**src/rtl/memory_arbiter_pkg.sv**
```systemverilog
// Shared types and constants for the two-port memory arbiter.
// Imported by the arbiter top and its watchdog.
package memory_arbiter_pkg;

  typedef enum logic [1:0] {
    ST_IDLE   = 2'd0,
    ST_ACCESS = 2'd1,
    ST_RESP   = 2'd2
  } state_t;

  localparam logic [1:0] DL_BYTE  = 2'b00;
  localparam logic [1:0] DL_HALF  = 2'b01;
  localparam logic [1:0] DL_WORD  = 2'b10;
  localparam logic [1:0] DL_DWORD = 2'b11;

  localparam logic PORT_IF = 1'b0;
  localparam logic PORT_D  = 1'b1;

  localparam int unsigned DEFAULT_TIMEOUT = 15;

endpackage

```
**src/rtl/memory_arbiter_watchdog.sv**
```systemverilog
// ACCESS-phase watchdog: clear/increment counter whose flag marks
// the last cycle in which a RAM completion is still accepted.
module memory_arbiter_watchdog
  import memory_arbiter_pkg::*;
#(
  parameter int unsigned TIMEOUT = DEFAULT_TIMEOUT
) (
  input  logic main_clk,
  input  logic reset,
  input  logic i_clr,
  input  logic i_inc,
  output logic o_tc
);

  // Counter holds the number of elapsed wait cycles, so the
  // TIMEOUT-th ACCESS cycle sees a value of TIMEOUT-1.
  localparam logic [7:0] LAST = 8'(TIMEOUT - 1);

  logic [7:0] r_cnt;

  always_ff @(posedge main_clk) begin
    if (reset) begin
      r_cnt <= 8'd0;
    end else if (i_clr) begin
      r_cnt <= 8'd0;
    end else if (i_inc) begin
      r_cnt <= r_cnt + 8'd1;
    end
  end

  assign o_tc = (r_cnt == LAST);

endmodule

```
**src/rtl/memory_arbiter.sv**
```systemverilog
// Round-robin arbiter between a fetch port and a data port
// sharing one RAM command interface; all outputs registered.
module memory_arbiter
  import memory_arbiter_pkg::*;
#(
  parameter int unsigned TIMEOUT = DEFAULT_TIMEOUT
) (
  input  logic        main_clk,
  input  logic        reset,
  input  logic        if_req,
  input  logic [8:0]  if_addr,
  output logic        if_done,
  output logic [31:0] if_rdata,
  input  logic        d_req,
  input  logic        d_rw,
  input  logic [1:0]  d_dl,
  input  logic [8:0]  d_addr,
  input  logic [31:0] d_wdata,
  output logic        d_done,
  output logic [31:0] d_rdata,
  output logic        err,
  output logic        busy,
  output logic        ram_mov,
  output logic        ram_rw,
  output logic [1:0]  ram_dl,
  output logic [8:0]  ram_addr,
  output logic [31:0] ram_wdata,
  input  logic        ram_moc,
  input  logic [31:0] ram_rdata
);

  state_t      r_state;
  state_t      w_state_nxt;
  logic        r_last_grant;
  logic        w_last_grant_nxt;
  logic        r_winner;
  logic        w_winner_nxt;
  logic        w_grant;

  logic        r_ram_mov;
  logic        r_ram_rw;
  logic [1:0]  r_ram_dl;
  logic [8:0]  r_ram_addr;
  logic [31:0] r_ram_wdata;
  logic        r_if_done;
  logic        r_d_done;
  logic        r_err;
  logic        r_busy;
  logic [31:0] r_if_rdata;
  logic [31:0] r_d_rdata;

  logic        w_ram_mov_nxt;
  logic        w_ram_rw_nxt;
  logic [1:0]  w_ram_dl_nxt;
  logic [8:0]  w_ram_addr_nxt;
  logic [31:0] w_ram_wdata_nxt;
  logic        w_if_done_nxt;
  logic        w_d_done_nxt;
  logic        w_err_nxt;
  logic [31:0] w_if_rdata_nxt;
  logic [31:0] w_d_rdata_nxt;

  logic        w_wd_clr;
  logic        w_wd_inc;
  logic        w_wd_tc;

  memory_arbiter_watchdog #(
    .TIMEOUT (TIMEOUT)
  ) u_wd (
    .main_clk (main_clk),
    .reset    (reset),
    .i_clr    (w_wd_clr),
    .i_inc    (w_wd_inc),
    .o_tc     (w_wd_tc)
  );

  // On a tie the port that lost last time wins.
  assign w_grant = (if_req && d_req) ? ~r_last_grant : d_req;

  always_comb begin
    w_state_nxt      = r_state;
    w_last_grant_nxt = r_last_grant;
    w_winner_nxt     = r_winner;
    w_ram_mov_nxt    = r_ram_mov;
    w_ram_rw_nxt     = r_ram_rw;
    w_ram_dl_nxt     = r_ram_dl;
    w_ram_addr_nxt   = r_ram_addr;
    w_ram_wdata_nxt  = r_ram_wdata;
    w_if_done_nxt    = 1'b0;
    w_d_done_nxt     = 1'b0;
    w_err_nxt        = 1'b0;
    w_if_rdata_nxt   = r_if_rdata;
    w_d_rdata_nxt    = r_d_rdata;
    w_wd_clr         = 1'b0;
    w_wd_inc         = 1'b0;

    unique case (r_state)
      ST_IDLE: begin
        if (if_req || d_req) begin
          w_winner_nxt  = w_grant;
          w_ram_mov_nxt = 1'b1;
          w_wd_clr      = 1'b1;
          w_state_nxt   = ST_ACCESS;
          if (w_grant == PORT_IF) begin
            w_ram_rw_nxt    = 1'b1;
            w_ram_dl_nxt    = DL_WORD;
            w_ram_addr_nxt  = if_addr;
            w_ram_wdata_nxt = 32'd0;
          end else begin
            w_ram_rw_nxt    = d_rw;
            w_ram_dl_nxt    = d_dl;
            w_ram_addr_nxt  = d_addr;
            w_ram_wdata_nxt = d_wdata;
          end
        end
      end
      ST_ACCESS: begin
        if (ram_moc) begin
          w_ram_mov_nxt = 1'b0;
          w_state_nxt   = ST_RESP;
          w_if_done_nxt = (r_winner == PORT_IF);
          w_d_done_nxt  = (r_winner == PORT_D);
          if (r_ram_rw && r_winner == PORT_IF) begin
            w_if_rdata_nxt = ram_rdata;
          end
          if (r_ram_rw && r_winner == PORT_D) begin
            w_d_rdata_nxt = ram_rdata;
          end
        end else if (w_wd_tc) begin
          w_ram_mov_nxt = 1'b0;
          w_state_nxt   = ST_RESP;
          w_err_nxt     = 1'b1;
          w_if_done_nxt = (r_winner == PORT_IF);
          w_d_done_nxt  = (r_winner == PORT_D);
          if (r_winner == PORT_IF) begin
            w_if_rdata_nxt = 32'd0;
          end else begin
            w_d_rdata_nxt = 32'd0;
          end
        end else begin
          w_wd_inc = 1'b1;
        end
      end
      ST_RESP: begin
        w_last_grant_nxt = r_winner;
        w_state_nxt      = ST_IDLE;
      end
      default: begin
        w_state_nxt = ST_IDLE;
      end
    endcase
  end

  always_ff @(posedge main_clk) begin
    if (reset) begin
      r_state      <= ST_IDLE;
      r_last_grant <= PORT_D;
      r_winner     <= PORT_IF;
      r_ram_mov    <= 1'b0;
      r_ram_rw     <= 1'b0;
      r_ram_dl     <= 2'b00;
      r_ram_addr   <= 9'd0;
      r_ram_wdata  <= 32'd0;
      r_if_done    <= 1'b0;
      r_d_done     <= 1'b0;
      r_err        <= 1'b0;
      r_busy       <= 1'b0;
      r_if_rdata   <= 32'd0;
      r_d_rdata    <= 32'd0;
    end else begin
      r_state      <= w_state_nxt;
      r_last_grant <= w_last_grant_nxt;
      r_winner     <= w_winner_nxt;
      r_ram_mov    <= w_ram_mov_nxt;
      r_ram_rw     <= w_ram_rw_nxt;
      r_ram_dl     <= w_ram_dl_nxt;
      r_ram_addr   <= w_ram_addr_nxt;
      r_ram_wdata  <= w_ram_wdata_nxt;
      r_if_done    <= w_if_done_nxt;
      r_d_done     <= w_d_done_nxt;
      r_err        <= w_err_nxt;
      r_busy       <= (w_state_nxt != ST_IDLE);
      r_if_rdata   <= w_if_rdata_nxt;
      r_d_rdata    <= w_d_rdata_nxt;
    end
  end

  assign ram_mov   = r_ram_mov;
  assign ram_rw    = r_ram_rw;
  assign ram_dl    = r_ram_dl;
  assign ram_addr  = r_ram_addr;
  assign ram_wdata = r_ram_wdata;
  assign if_done   = r_if_done;
  assign d_done    = r_d_done;
  assign err       = r_err;
  assign busy      = r_busy;
  assign if_rdata  = r_if_rdata;
  assign d_rdata   = r_d_rdata;

endmodule

```
**config.mk**
```make
export PLATFORM = sky130hd
export DESIGN_NAME = memory_arbiter
export DESIGN_NICKNAME = d
export VERILOG_FILES = /design/src/rtl/memory_arbiter_pkg.sv /design/src/rtl/memory_arbiter_watchdog.sv /design/src/rtl/memory_arbiter.sv
export SDC_FILE = /design/constraint.sdc
export NUM_CORES = 1
export LEC_CHECK = 0
export BUFFER_PORTS_ARGS = -buffer_cell sky130_fd_sc_hd__buf_2
export CAP_MARGIN = 20
export CORE_ASPECT_RATIO = 0.9
export CORE_MARGIN = 2
export CORE_UTILIZATION = 46
export CTS_CLUSTER_DIAMETER = 50
export DETAILED_ROUTE_END_ITERATION = 16
export PLACE_DENSITY_LB_ADDON = 0.25
export SLEW_MARGIN = 30
export SYNTH_ARGS = -nofsm -noshare
export SYNTH_HDL_FRONTEND = slang
export SYNTH_SLANG_ARGS = --single-unit
```
**constraint.sdc**
```tcl
create_clock -name main_clk -period 2.1 [get_ports main_clk]
set_clock_uncertainty 0.1 [all_clocks]
set_input_delay 0.105 -clock main_clk [delete_from_list [all_inputs] [get_ports main_clk]]
set_output_delay 0.105 -clock main_clk [all_outputs]
set_load 0.005 [all_outputs]
```
==> metrics.md <==
| Metric | Value |
|---|---|
| Critical Path RT | 2380 ps |
| Longest Clk Path Bufs | 2 |
| Total gr overflow | 0 |
| Layout cells sized above 1 | 40.21% |
| DR vias | 4166 |
| Tcrit/Tclk final | 91.76% |
| Crit path time final | 1927 ps |
| Placed Cells | 659 |
| Clock Latency Late Sink | 490 ps |
| Combinational family with the most area after synthesis | compound AO/OA/AOI/OAI gates |
| Min-delay worst type | in2reg |
| Port Buffer Count | 202 |
| Final net count | 738 |
| GPL Wtd Cong | 0.7575 |
| Num CTS Buffers | 17 |
| Synth Instances | 349 |
| Max Freq | 519.0 MHz |
| Post-DP HPWL | 7.616 mm |
| First-pass GRT wire length | 19.51 mm |
| M1 wire length | 5.412 mm |
| Final Cell Area | 6909 um^2 |
| Post-synthesis xor/xnor area fraction | 0.4137% |
| Asr flop ratio synth | 0% |
| Post-route insts no fill | 781 |
| Total wire length | 12.76 mm |
| Post-CTS Setup Repair Bufs | 0 |
| Worst-Margin Slew | 749.1 ps |
| Die area | 9989 um^2 |
| Synth Area in Compound Gates | 28.52% |
| Mapped Nets | 441 |
| Die Height | 95.02 um |
| Post-Syn Area | 4234 um^2 |
| Post-CTS Resized | 0 |
| Largest net degree at the start of global routing | 43 |
| Routed wire length per instance | 16.34 um |
| PwrDens | 899.3 nW/um^2 |
| Vias per std cell | 5.334 |
| RSZ-0062 raised after global routing | false |
| Synth Register Bits | 125 |
| Library cells used by synthesis | 40 |
| WS Path Type | reg2reg |
| Commonest non-fill, non-tap cells in the layout | buf_2, dfxtp_1, dlygate4sd3_1 |
| Adder-Cell Fraction of Synth Area | 0.5910% |
| EDFF count, synth | 0 |
| Max-cap viol count | 0 |
| CTS tree | built |
| Pleak | 3.161 nW |
| I/O Pins | 203 |
| DRT iter0 DRCs | 189 |
| Pwr Total | 6.213 mW |
| Startpoint Class | register |
| CP Buf/Inv Count | 1 |
| Cell family with most CP delay | simple AND/OR/NAND/NOR gates |
| TNS Setup | 0 ps |
| CP Capture Type | register |
| Clock Pin Slew Worst Setup and Hold Paths | 60 ps |
| Overall die width | 105.1 um |
| Drt first pass iters | 4 |
| Vias in the first global route | 3988 |
| Worst rel slew slack | 49.94% |
| Area delta synth->final | 63.18% |
| Cell Rows | 33 |
| Critical path arrival | 2200 ps |
| Post-synthesis sequential area ratio | 59.10% |
| Antenna-violating nets left | 0 |
| Post-Synth Simple-Gate Area | 4.994% |
| Status | completed |
| Hold_buf cts | 90 |
| Avg Cell Area, Syn | 12.13 um^2 |
| Critical-path maximum fanout | 21 |
| Max incr delay on CP | 580 ps |
| Cell breakdown of the critical path | or4_4 > o31ai_4 > a21oi_2 > buf_4 > a32o_1 |
| Placed cell area | 5370 um^2 |
| CTS root buf | clkbuf_8 |
| Post-synthesis mux area share | 2.128% |
| Final setup viols | 0 |
| H-tree levels | 4 |
| Num Clock Sinks | 125 |
| VDD IR max | 0.5471 mV |
| Post-synth top flop | dfxtp_1 |
| Fin. Hold Viols | 0 |
| Most common cell after layout, fill and taps aside | buf_2 |
| Hold slack | 265.1 ps |
| GRT Total Usage | 24.51% |
| Fin. max-slew vios | 0 |
| Initial antenna violation count | 0 |
| Antenna Cells | 0 |
| Syn. warnings | 0 |
| Core area | 9042 um^2 |
| Initial Utilization | 46.82% |
| Met2 WL | 6.258 mm |
| CP max-delay cell | or4_4 |
| Met3 wire length | 836 um |
| DR DRC count | 0 |
| Top layer in use | met4 |
## power by group
part	total, mW	switching, mW	internal, mW
Sequential	2.50	0.0461	2.45
Combinational	0.619	0.292	0.327
Clock	3.10	1.06	2.03
## logic make-up after synthesis
| logic type | after synthesis |
|---|---|
| adders and majority gates | 2 |
| buffers and inverters | 34 |
| xor gates and xnor gates | 2 |
| and+or+nand+nor | 42 |
| DFF | 125 |
| AOI/OAI and AO/OA | 135 |
| muxes | 9 |
## state kept, by name, summed over array words and instances, names as in the netlist
register      cells
d_rdata          32
if_rdata         32
ram_wdata        32
ram_addr          9
u_wd.r_cnt        8
r_state           2
ram_dl            2
busy              1
d_done            1
err               1
if_done           1
r_last_grant      1
r_winner          1
ram_mov           1
ram_rw            1
## stage by stage
step           util [%]  worst slack, ps
4_1_cts           76.41            165.2
3_5_place_dp      59.39            177.2
5_1_grt           76.41            92.42
3_3_place_gp      59.33            167.1
6_report          76.41            173.1
2_1_floorplan         -            291.9
## tightest hold or removal path, cell delays in order
cell           delay (ps)
dlygate4sd3_1         510
buf_2                  90
a22o_1                120
## synth_stat cells, types with 2 or more instances
master    count  area share, %
dfxtp_1     125             59
a32o_1       64             15
a22o_1       33            6.8
nor2_1       19            1.7
clkbuf_1     17            1.5
a211oi_1     10            1.8
mux2i_1       9            2.1
a21oi_1       7           0.83
buf_2         6           0.71
buf_6         6            1.6
nand2_1       5           0.44
o21ai_0       5           0.59
inv_1         4           0.35
nand3_1       4           0.47
a21oi_2       2           0.41
ha_1          2           0.59
nor2_2        2           0.30
nor3_1        2           0.24
o21a_1        2           0.35
o221a_2       2           0.53
o31ai_1       2           0.35
or3_1         2           0.30
or4_1         2           0.35
## metal layers
metal | GRT usage [%] | up-vias
li1 | - | 1986
met1 | 29.30 | 1976
met2 | 41.34 | 183
met3 | 8.339 | 21
met4 | 9.111 | 0
met5 | 0 | -
## cell type report
type                            count  area, um^2
Inverter                            4       15.01
Sequential cell                   125        2502
Timing Repair Buffer              308        2032
Clock inverter                     12       182.7
Tap cell                          122       152.6
Fill cell                         574        2133
Clock buffer                       20       455.4
Multi-Input combinational cell    190        1569
## path summary, 6_finish.rpt
check	cells after the start	from	to	slack (ps)
max	5	u_wd.r_cnt[7]	d_rdata[20]	170
min reg2reg	1	if_rdata[22]	if_rdata[22]	360
max reg2reg	5	u_wd.r_cnt[7]	d_rdata[20]	170
min	3	d_wdata[27]	ram_wdata[27]	270
Note: power is estimated with default switching activity, not from simulation.
